File: src/rtl/quat_sad_best_if.sv
// Handshake/result bundle between the quarter-pel interpolator, quat_sad_best
// and the mode-decision logic.
//   start     : begin a new block (honoured only when busy=0)
//   in_valid  : cur_pix/quat carry a valid pixel position this cycle
//   cur_pix   : co-located current-block pixel
//   quat      : 9 quarter-pel candidates, raster order, index 4 = centre
//   busy      : block in progress (accumulating or comparing)
//   out_valid : one-cycle pulse, best_idx/best_sad valid
//   best_idx  : winning candidate index 0..8
//   best_sad  : SAD of the winning candidate
interface quat_sad_best_if #(
    parameter int SAD_W = 12
);
    logic             start;
    logic             in_valid;
    logic [7:0]       cur_pix;
    logic [8:0][7:0]  quat;
    logic             busy;
    logic             out_valid;
    logic [3:0]       best_idx;
    logic [SAD_W-1:0] best_sad;

    modport master (
        output start, in_valid, cur_pix, quat,
        input  busy, out_valid, best_idx, best_sad
    );

    modport slave (
        input  start, in_valid, cur_pix, quat,
        output busy, out_valid, best_idx, best_sad
    );
endinterface

File: src/rtl/quat_sad_best.sv
// Quarter-pel SAD accumulation and best-candidate selection.
// Accumulates nine SADs (one per quarter-pel candidate) over BLK_PIX pixel
// positions, then walks the candidates one per cycle to pick the minimum,
// with the centre candidate winning all ties.
// Ports:
//   clk : clock, all logic on the rising edge
//   rst : synchronous active-high reset
//   bus : quat_sad_best_if slave (start/in_valid/cur_pix/quat in,
//         busy/out_valid/best_idx/best_sad out)
//
// state | meaning
// IDLE  | waiting for start
// ACCUM | adding |quat[k]-cur_pix| into the nine accumulators
// CMP   | 8 cycles, one candidate compared per cycle against the running best
// DONE  | one cycle, out_valid=1; start here chains straight into ACCUM
module quat_sad_best #(
    parameter int BLK_PIX = 16,
    parameter int SAD_W   = 12
) (
    input  logic            clk,
    input  logic            rst,
    quat_sad_best_if.slave  bus
);

    localparam int              CNT_W    = (BLK_PIX > 1) ? $clog2(BLK_PIX) : 1;
    localparam logic [CNT_W-1:0] LAST_PIX = CNT_W'(BLK_PIX - 1);

    typedef enum logic [1:0] {IDLE, ACCUM, CMP, DONE} state_t;

    state_t           state;
    state_t           state_next;

    logic [SAD_W-1:0] acc      [9];
    logic [SAD_W-1:0] acc_next [9];
    logic [8:0]       diff     [9];
    logic [SAD_W:0]   sum      [9];

    logic [CNT_W-1:0] pix_cnt;
    logic [2:0]       cmp_cnt;

    logic [3:0]       run_idx;
    logic [SAD_W-1:0] run_sad;
    logic [3:0]       best_idx_q;
    logic [SAD_W-1:0] best_sad_q;

    logic [3:0]       cand_idx;
    logic [3:0]       seed_idx;
    logic [SAD_W-1:0] seed_sad;
    logic [3:0]       win_idx;
    logic [SAD_W-1:0] win_sad;

    logic             busy;
    logic             out_valid;
    logic             blk_start;
    logic             accept;

    // Absolute difference and saturating accumulate for all nine candidates.
    always_comb begin
        for (int k = 0; k < 9; k++) begin
            if (bus.quat[k] >= bus.cur_pix)
                diff[k] = {1'b0, bus.quat[k] - bus.cur_pix};
            else
                diff[k] = {1'b0, bus.cur_pix - bus.quat[k]};
            sum[k]      = {1'b0, acc[k]} + (SAD_W+1)'(diff[k]);
            acc_next[k] = sum[k][SAD_W] ? '1 : sum[k][SAD_W-1:0];
        end
    end

    // Compare order skips the centre: cmp_cnt 0..3 -> 0..3, 4..7 -> 5..8.
    // The centre seeds the running best in the first compare cycle, so with a
    // strict less-than it keeps every tie; ascending order makes the lowest
    // index win among non-centre ties.
    always_comb begin
        cand_idx = (cmp_cnt < 3'd4) ? {1'b0, cmp_cnt} : {1'b0, cmp_cnt} + 4'd1;
        if (cmp_cnt == 3'd0) begin
            seed_idx = 4'd4;
            seed_sad = acc[4];
        end else begin
            seed_idx = run_idx;
            seed_sad = run_sad;
        end
        if (acc[cand_idx] < seed_sad) begin
            win_idx = cand_idx;
            win_sad = acc[cand_idx];
        end else begin
            win_idx = seed_idx;
            win_sad = seed_sad;
        end
    end

    always_ff @(posedge clk) begin
        if (rst)
            state <= IDLE;
        else
            state <= state_next;
    end

    always_comb begin
        state_next = state;
        busy       = 1'b0;
        out_valid  = 1'b0;
        case (state)
            IDLE: begin
                if (bus.start)
                    state_next = ACCUM;
            end
            ACCUM: begin
                busy = 1'b1;
                if (bus.in_valid && (pix_cnt == LAST_PIX))
                    state_next = CMP;
            end
            CMP: begin
                busy = 1'b1;
                if (cmp_cnt == 3'd7)
                    state_next = DONE;
            end
            DONE: begin
                out_valid  = 1'b1;
                state_next = bus.start ? ACCUM : IDLE;
            end
            default: state_next = IDLE;
        endcase
    end

    assign blk_start = bus.start && ((state == IDLE) || (state == DONE));
    assign accept    = (state == ACCUM) && bus.in_valid;

    always_ff @(posedge clk) begin
        if (rst) begin
            for (int k = 0; k < 9; k++)
                acc[k] <= '0;
            pix_cnt    <= '0;
            cmp_cnt    <= '0;
            run_idx    <= 4'd4;
            run_sad    <= '0;
            best_idx_q <= 4'd4;
            best_sad_q <= '0;
        end else begin
            if (blk_start) begin
                for (int k = 0; k < 9; k++)
                    acc[k] <= '0;
                pix_cnt <= '0;
            end else if (accept) begin
                for (int k = 0; k < 9; k++)
                    acc[k] <= acc_next[k];
                pix_cnt <= (pix_cnt == LAST_PIX) ? '0 : pix_cnt + CNT_W'(1);
            end

            if (state == CMP) begin
                run_idx <= win_idx;
                run_sad <= win_sad;
                cmp_cnt <= cmp_cnt + 3'd1;
                // Result registers load on the last compare, i.e. at DONE entry.
                if (cmp_cnt == 3'd7) begin
                    best_idx_q <= win_idx;
                    best_sad_q <= win_sad;
                end
            end else begin
                cmp_cnt <= '0;
            end
        end
    end

    assign bus.busy      = busy;
    assign bus.out_valid = out_valid;
    assign bus.best_idx  = best_idx_q;
    assign bus.best_sad  = best_sad_q;

endmodule

File: src/flat_wrapper.sv
// flat-port wrapper written by rule: the top's interface ports become plain ports
module quat_sad_best_flat 
#(
    parameter int BLK_PIX = 16,
    parameter int SAD_W   = 12
)
  (clk, rst, bus_start, bus_in_valid, bus_cur_pix, bus_quat, bus_busy, bus_out_valid, bus_best_idx, bus_best_sad);
  quat_sad_best_if #(.SAD_W(SAD_W)) bus_i ();
  input  logic clk;
  input  logic rst;
  input wire logic [$bits(bus_i.start)-1:0] bus_start;
  input wire logic [$bits(bus_i.in_valid)-1:0] bus_in_valid;
  input wire logic [$bits(bus_i.cur_pix)-1:0] bus_cur_pix;
  input wire logic [$bits(bus_i.quat)-1:0] bus_quat;
  output wire logic [$bits(bus_i.busy)-1:0] bus_busy;
  output wire logic [$bits(bus_i.out_valid)-1:0] bus_out_valid;
  output wire logic [$bits(bus_i.best_idx)-1:0] bus_best_idx;
  output wire logic [$bits(bus_i.best_sad)-1:0] bus_best_sad;
  assign bus_i.start = bus_start;
  assign bus_i.in_valid = bus_in_valid;
  assign bus_i.cur_pix = bus_cur_pix;
  assign bus_i.quat = bus_quat;
  assign bus_busy = bus_i.busy;
  assign bus_out_valid = bus_i.out_valid;
  assign bus_best_idx = bus_i.best_idx;
  assign bus_best_sad = bus_i.best_sad;
  quat_sad_best #(.BLK_PIX(BLK_PIX), .SAD_W(SAD_W)) u_core (.clk(clk), .rst(rst), .bus(bus_i));
endmodule
File: config.mk
export PLATFORM = sky130hd
export DESIGN_NAME = quat_sad_best_flat
export DESIGN_NICKNAME = d
export VERILOG_FILES = /design/src/rtl/quat_sad_best_if.sv /design/src/rtl/quat_sad_best.sv /design/src/flat_wrapper.sv
export SDC_FILE = /design/constraint.sdc
export NUM_CORES = 1
export LEC_CHECK = 0
export ABC_AREA = 1
export BUFFER_PORTS_ARGS = -buffer_cell sky130_fd_sc_hd__buf_4
export CAP_MARGIN = 25
export CORE_MARGIN = 2
export CORE_UTILIZATION = 34
export CTS_CLUSTER_DIAMETER = 40
export DETAILED_ROUTE_END_ITERATION = 6
export GPL_TIMING_DRIVEN = 0
export PLACE_DENSITY = 0.48
export SLEW_MARGIN = 20
export SYNTH_ARGS = -nofsm -noshare
export SYNTH_HDL_FRONTEND = slang
export SYNTH_SLANG_ARGS = --single-unit
File: constraint.sdc
create_clock -name clk -period 6.1 [get_ports clk]
set_clock_uncertainty 0.1 [all_clocks]
set_input_delay 0.915 -clock clk [delete_from_list [all_inputs] [get_ports clk]]
set_output_delay 0.915 -clock clk [all_outputs]
set_load 0.02 [all_outputs]
==> summary.txt <==
Outcome
  • Status: finished, final reports clean

Flow run
  • Max Cap Viol: 0

Global route
  • GRT Resource Usage Total: 20.6%
  • Number of global-route vias before repair: approximately 14000
  • Maximum number of pins on one net before global-route repair: between 40 and 50
  • Global-route wire length before repair: approximately 80000 µm
  • Initial antenna violation count: 0
  • GRT overflow: 0

CTS
  • Clock Path Buffers: 2
  • Clock transition at path regs: about 0.060 ns
  • Post-CTS Hold Fix Bufs: 0
  • CTS tree: yes
  • # Post-CTS Setup Buffers: 0
  • CTS Buf Count: 17
  • Worst-Skew Late Latency: 0.44 ns
  • H-tree Lvls: 4
  • Root buf cell: clkbuf_16
  • TritonCTS Sinks: 149
  • Cts repair resizes: 0

Drt
  • Post-route ant nets: 0
  • Post-Route WL: 50800 µm
  • Routed vias: around 15000
  • Initial DRC count: roughly 980
  • Remaining DRCs: 0
  • Initial DRT Pass Iterations: 5
  • Wirelength per Cell: 17.1 µm
  • Vias per cell: roughly 5

Power
  • Design Power: around 5.5 mW
  • Max VDD drop: around 0.21 mV
  • Power Dens Cells: about 300 mW/mm²
  • Int Power: a little over 3 mW
  • LEAKAGE: around 9.4 nW
  • P_sw: roughly 2.5 mW
  • Clock power share: 19.9%
  • Switching share of power: 44.3%
  • Flop pwr share: approximately 28%
  • Combinational power share: between 50% and 60%

Floorplan
  • Initial Utilization: about 34%
  • I/O Pins: between 100 and 150
  • Width of the chip: 223 µm
  • Die extent in y: 223 µm
  • # rows: 80
  • Core Region: roughly 0.048 mm²
  • Full die area: about 0.050 mm²

STA
  • Slew Limit Fails: 0
  • F_max: between 150 and 200 MHz
  • Min Hold Slack: 0.370 ns
  • Tcrit/Tclk final: 89.5%
  • Fin. Hold Viols: 0
  • Worst slew pin tran: around 1.1 ns
  • Headroom to the max-slew limit: ~29%
  • RSZ-0062 raised after global routing: no
  • Setup Viol. Count Final: 0
  • Min Tclk post-route: 5.46 ns

Finish
  • Layout cells sized above 1: roughly 8.5%
  • Fill cells: a little under 5000
  • Layout area overhead: 13.4%
  • # diodes: 0
  • Post-layout net count: about 2700
  • Fin util: approximately 40%

Worst setup path
  • Critical-path cell list: buf_4 > inv_1 > ha_1 > inv_1 > o21bai_1 > inv_1 > nor2_1 > a211oi_1 > nand3_1 > clkbuf_1 > o21ai_0 > inv_1 > fa_1 > o31ai_1 > inv_1 > o21ai_1 > a21oi_1 > o21ai_2 > nand2_1 > nor2_1 > nand3_1 > inv_2 > o21ai_0 > inv_1
  • Buf/Inv on CP: 9
  • Most common cell on crit path: inv_1
  • CP max FO: 10
  • CP Class: input port to flip-flop
  • WP data required: 6.31 ns
  • Max stage delay on crit path: roughly 0.46 ns
  • Crit-path leading delay family: buffers and inverters
  • Worst Setup End Kind: flip-flop
  • Startpoint types: input port
  • CP max stage cell: inv_1
  • CP arrival: roughly 5.7 ns

Yosys
  • FFs w/ async S/R, synth: 0%
  • Sequential area share after synthesis: between 20% and 30%
  • Most frequent cell after synthesis: inv_1
  • Primary FF master, synth: edfxtp_1
  • Mapped cell area: 0.0163 mm²
  • Cell variety after synth: 48
  • Mapped Nets: between 2000 and 3000
  • EDFF count, synth: between 100 and 150
  • Dominant cell type by area after synthesis: edfxtp_1
  • Mapped Avg Cell Area: around 7.3 µm²
  • Share of the synthesized area in the top cell type: about a fifth
  • #FFs+latches synth: around 150
  • Yosys warnings: 0
  • Top post-synthesis cells by count: inv_1 (423), nand2_1 (386), ha_1 (237), a21oi_1 (222), nand3_1 (179)
  • Leading post-synthesis cells by cell area: edfxtp_1 (20%), ha_1 (18%), inv_1 (9.7%)
  • Post-synthesis cell count: between 2000 and 2500

Placement
  • Number of I/O port buffers: 100
  • Routability cong.: 0.870
  • Dpl hpwl: roughly 40000 µm

Hold path
  • Hold Path Class: flip-flop to flip-flop
## cells in the final DEF, fill, tap and decap left out, types with 6 or more instances in the layout
master and n:
buf_4 100, buf_2 16, fa_1 27, a21o_1 12, a21oi_1 222, nor2_1 91
nand3_1 179, o21bai_1 7, a31oi_1 30, nand4_1 8, xnor2_1 52, nand2_2 11
a211oi_1 16, clkbuf_1 32, nand2_1 385, clkbuf_16 20, edfxtp_1 108, mux2i_1 13
a221oi_1 9, or2_2 15, o21ai_1 22, o21ai_0 147, ha_1 237, inv_1 422
nor3_1 12, o221ai_1 11, inv_2 7, dfxtp_1 41, buf_1 6, xor2_1 50
## metrics by stage
| step | setup WS, ns | area, µm² | std cells | TNS, ns |
|---|---|---|---|---|
| 5_1_grt | 0.100 | 18500 | 2978 | 0 |
| 4_1_cts | 0.467 | 18500 | 2977 | 0 |
| 2_1_floorplan | 1.36 | 16300 | 2228 | 0 |
| 6_report | 0.640 | 18500 | 2978 | 0 |
| 3_5_place_dp | 0.0253 | 17900 | 2945 | 0 |
| 3_3_place_gp | -0.325 | 17800 | 2943 | -7.31 |
## sequential cells by signal (all words and copies together), names as in the netlist
name,count
u_core.run_idx,4
u_core.state,2
u_core.pix_cnt,4
u_core.run_sad,12
u_core.cmp_cnt,3
u_core.acc,108
u_core.bus.best_idx,4
u_core.bus.best_sad,12
## final timing paths
path,startpoint,to,cells past startpoint,slack (ns)
setup / recovery,bus_cur_pix[4],u_core.acc[8][0],24,0.64
hold / removal,u_core.run_idx[2],u_core.run_idx[2],2,0.37
setup reg to reg,u_core.cmp_cnt[0],u_core.bus.best_idx[1],22,1.45
hold reg to reg,u_core.run_idx[2],u_core.run_idx[2],2,0.37
## logic make-up after synthesis
kind of cell / count (synthesis) / share of synthesized area (%)
simple gates: 712 / 18.7
compound gates: 499 / 17.0
buf+inv: 484 / 11.3
fa+ha+maj: 264 / 21.5
flops: 149 / 24.9
xor+xnor: 102 / 5.47
mux: 18 / 1.14
## area by class of cell
type | instances | area, µm² | area share, %
tap | 615 | 769 | 4.16
sequential | 149 | 4060 | 22.0
buffer | 54 | 236 | 1.28
inverter | 430 | 1620 | 8.74
multi-input combinational | 1595 | 10400 | 56.3
timing repair buffer | 103 | 796 | 4.30
clock buffer | 22 | 518 | 2.80
clock inverter | 10 | 86.3 | 0.467
## worst register-to-register path: stages, from the launching register on
cell and delay [ns]:
dfxtp_1 0.39, inv_1 0.11, ha_1 0.30, nand2_1 0.06, o21ai_2 0.19, clkbuf_1 0.60, nand3_1 0.22, nand3_1 0.19
nand3_1 0.17, o21ai_0 0.13, inv_1 0.09, ha_1 0.31, nand2_1 0.08, inv_1 0.06, nand3_1 0.07, a31oi_1 0.12
a2111oi_2 0.32, buf_2 0.28, clkbuf_1 0.40, nand3_1 0.17, nand3_1 0.15, nand2_1 0.06, inv_1 0.04
## power by group through the flow
| stage | Combinational (mW) | Clock (mW) | Sequential, mW |
|---|---|---|---|
| floorplan | 2.14 | 0 | 1.51 |
| global placement | 2.79 | 0 | 1.64 |
| detailed placement | 2.84 | 0 | 1.60 |
| CTS | 2.87 | 1.12 | 1.58 |
| global route | 3.28 | 1.16 | 1.61 |
| finish | 2.86 | 1.10 | 1.58 |
## metal layers
layer  wire length [µm]  global-route usage [%]
met1              24800                    28.5
met2              22800                    33.4
met3               2220                    3.08
met4               1070                    5.39
met5                  0                       0
Power figures use the tool's default switching activity.
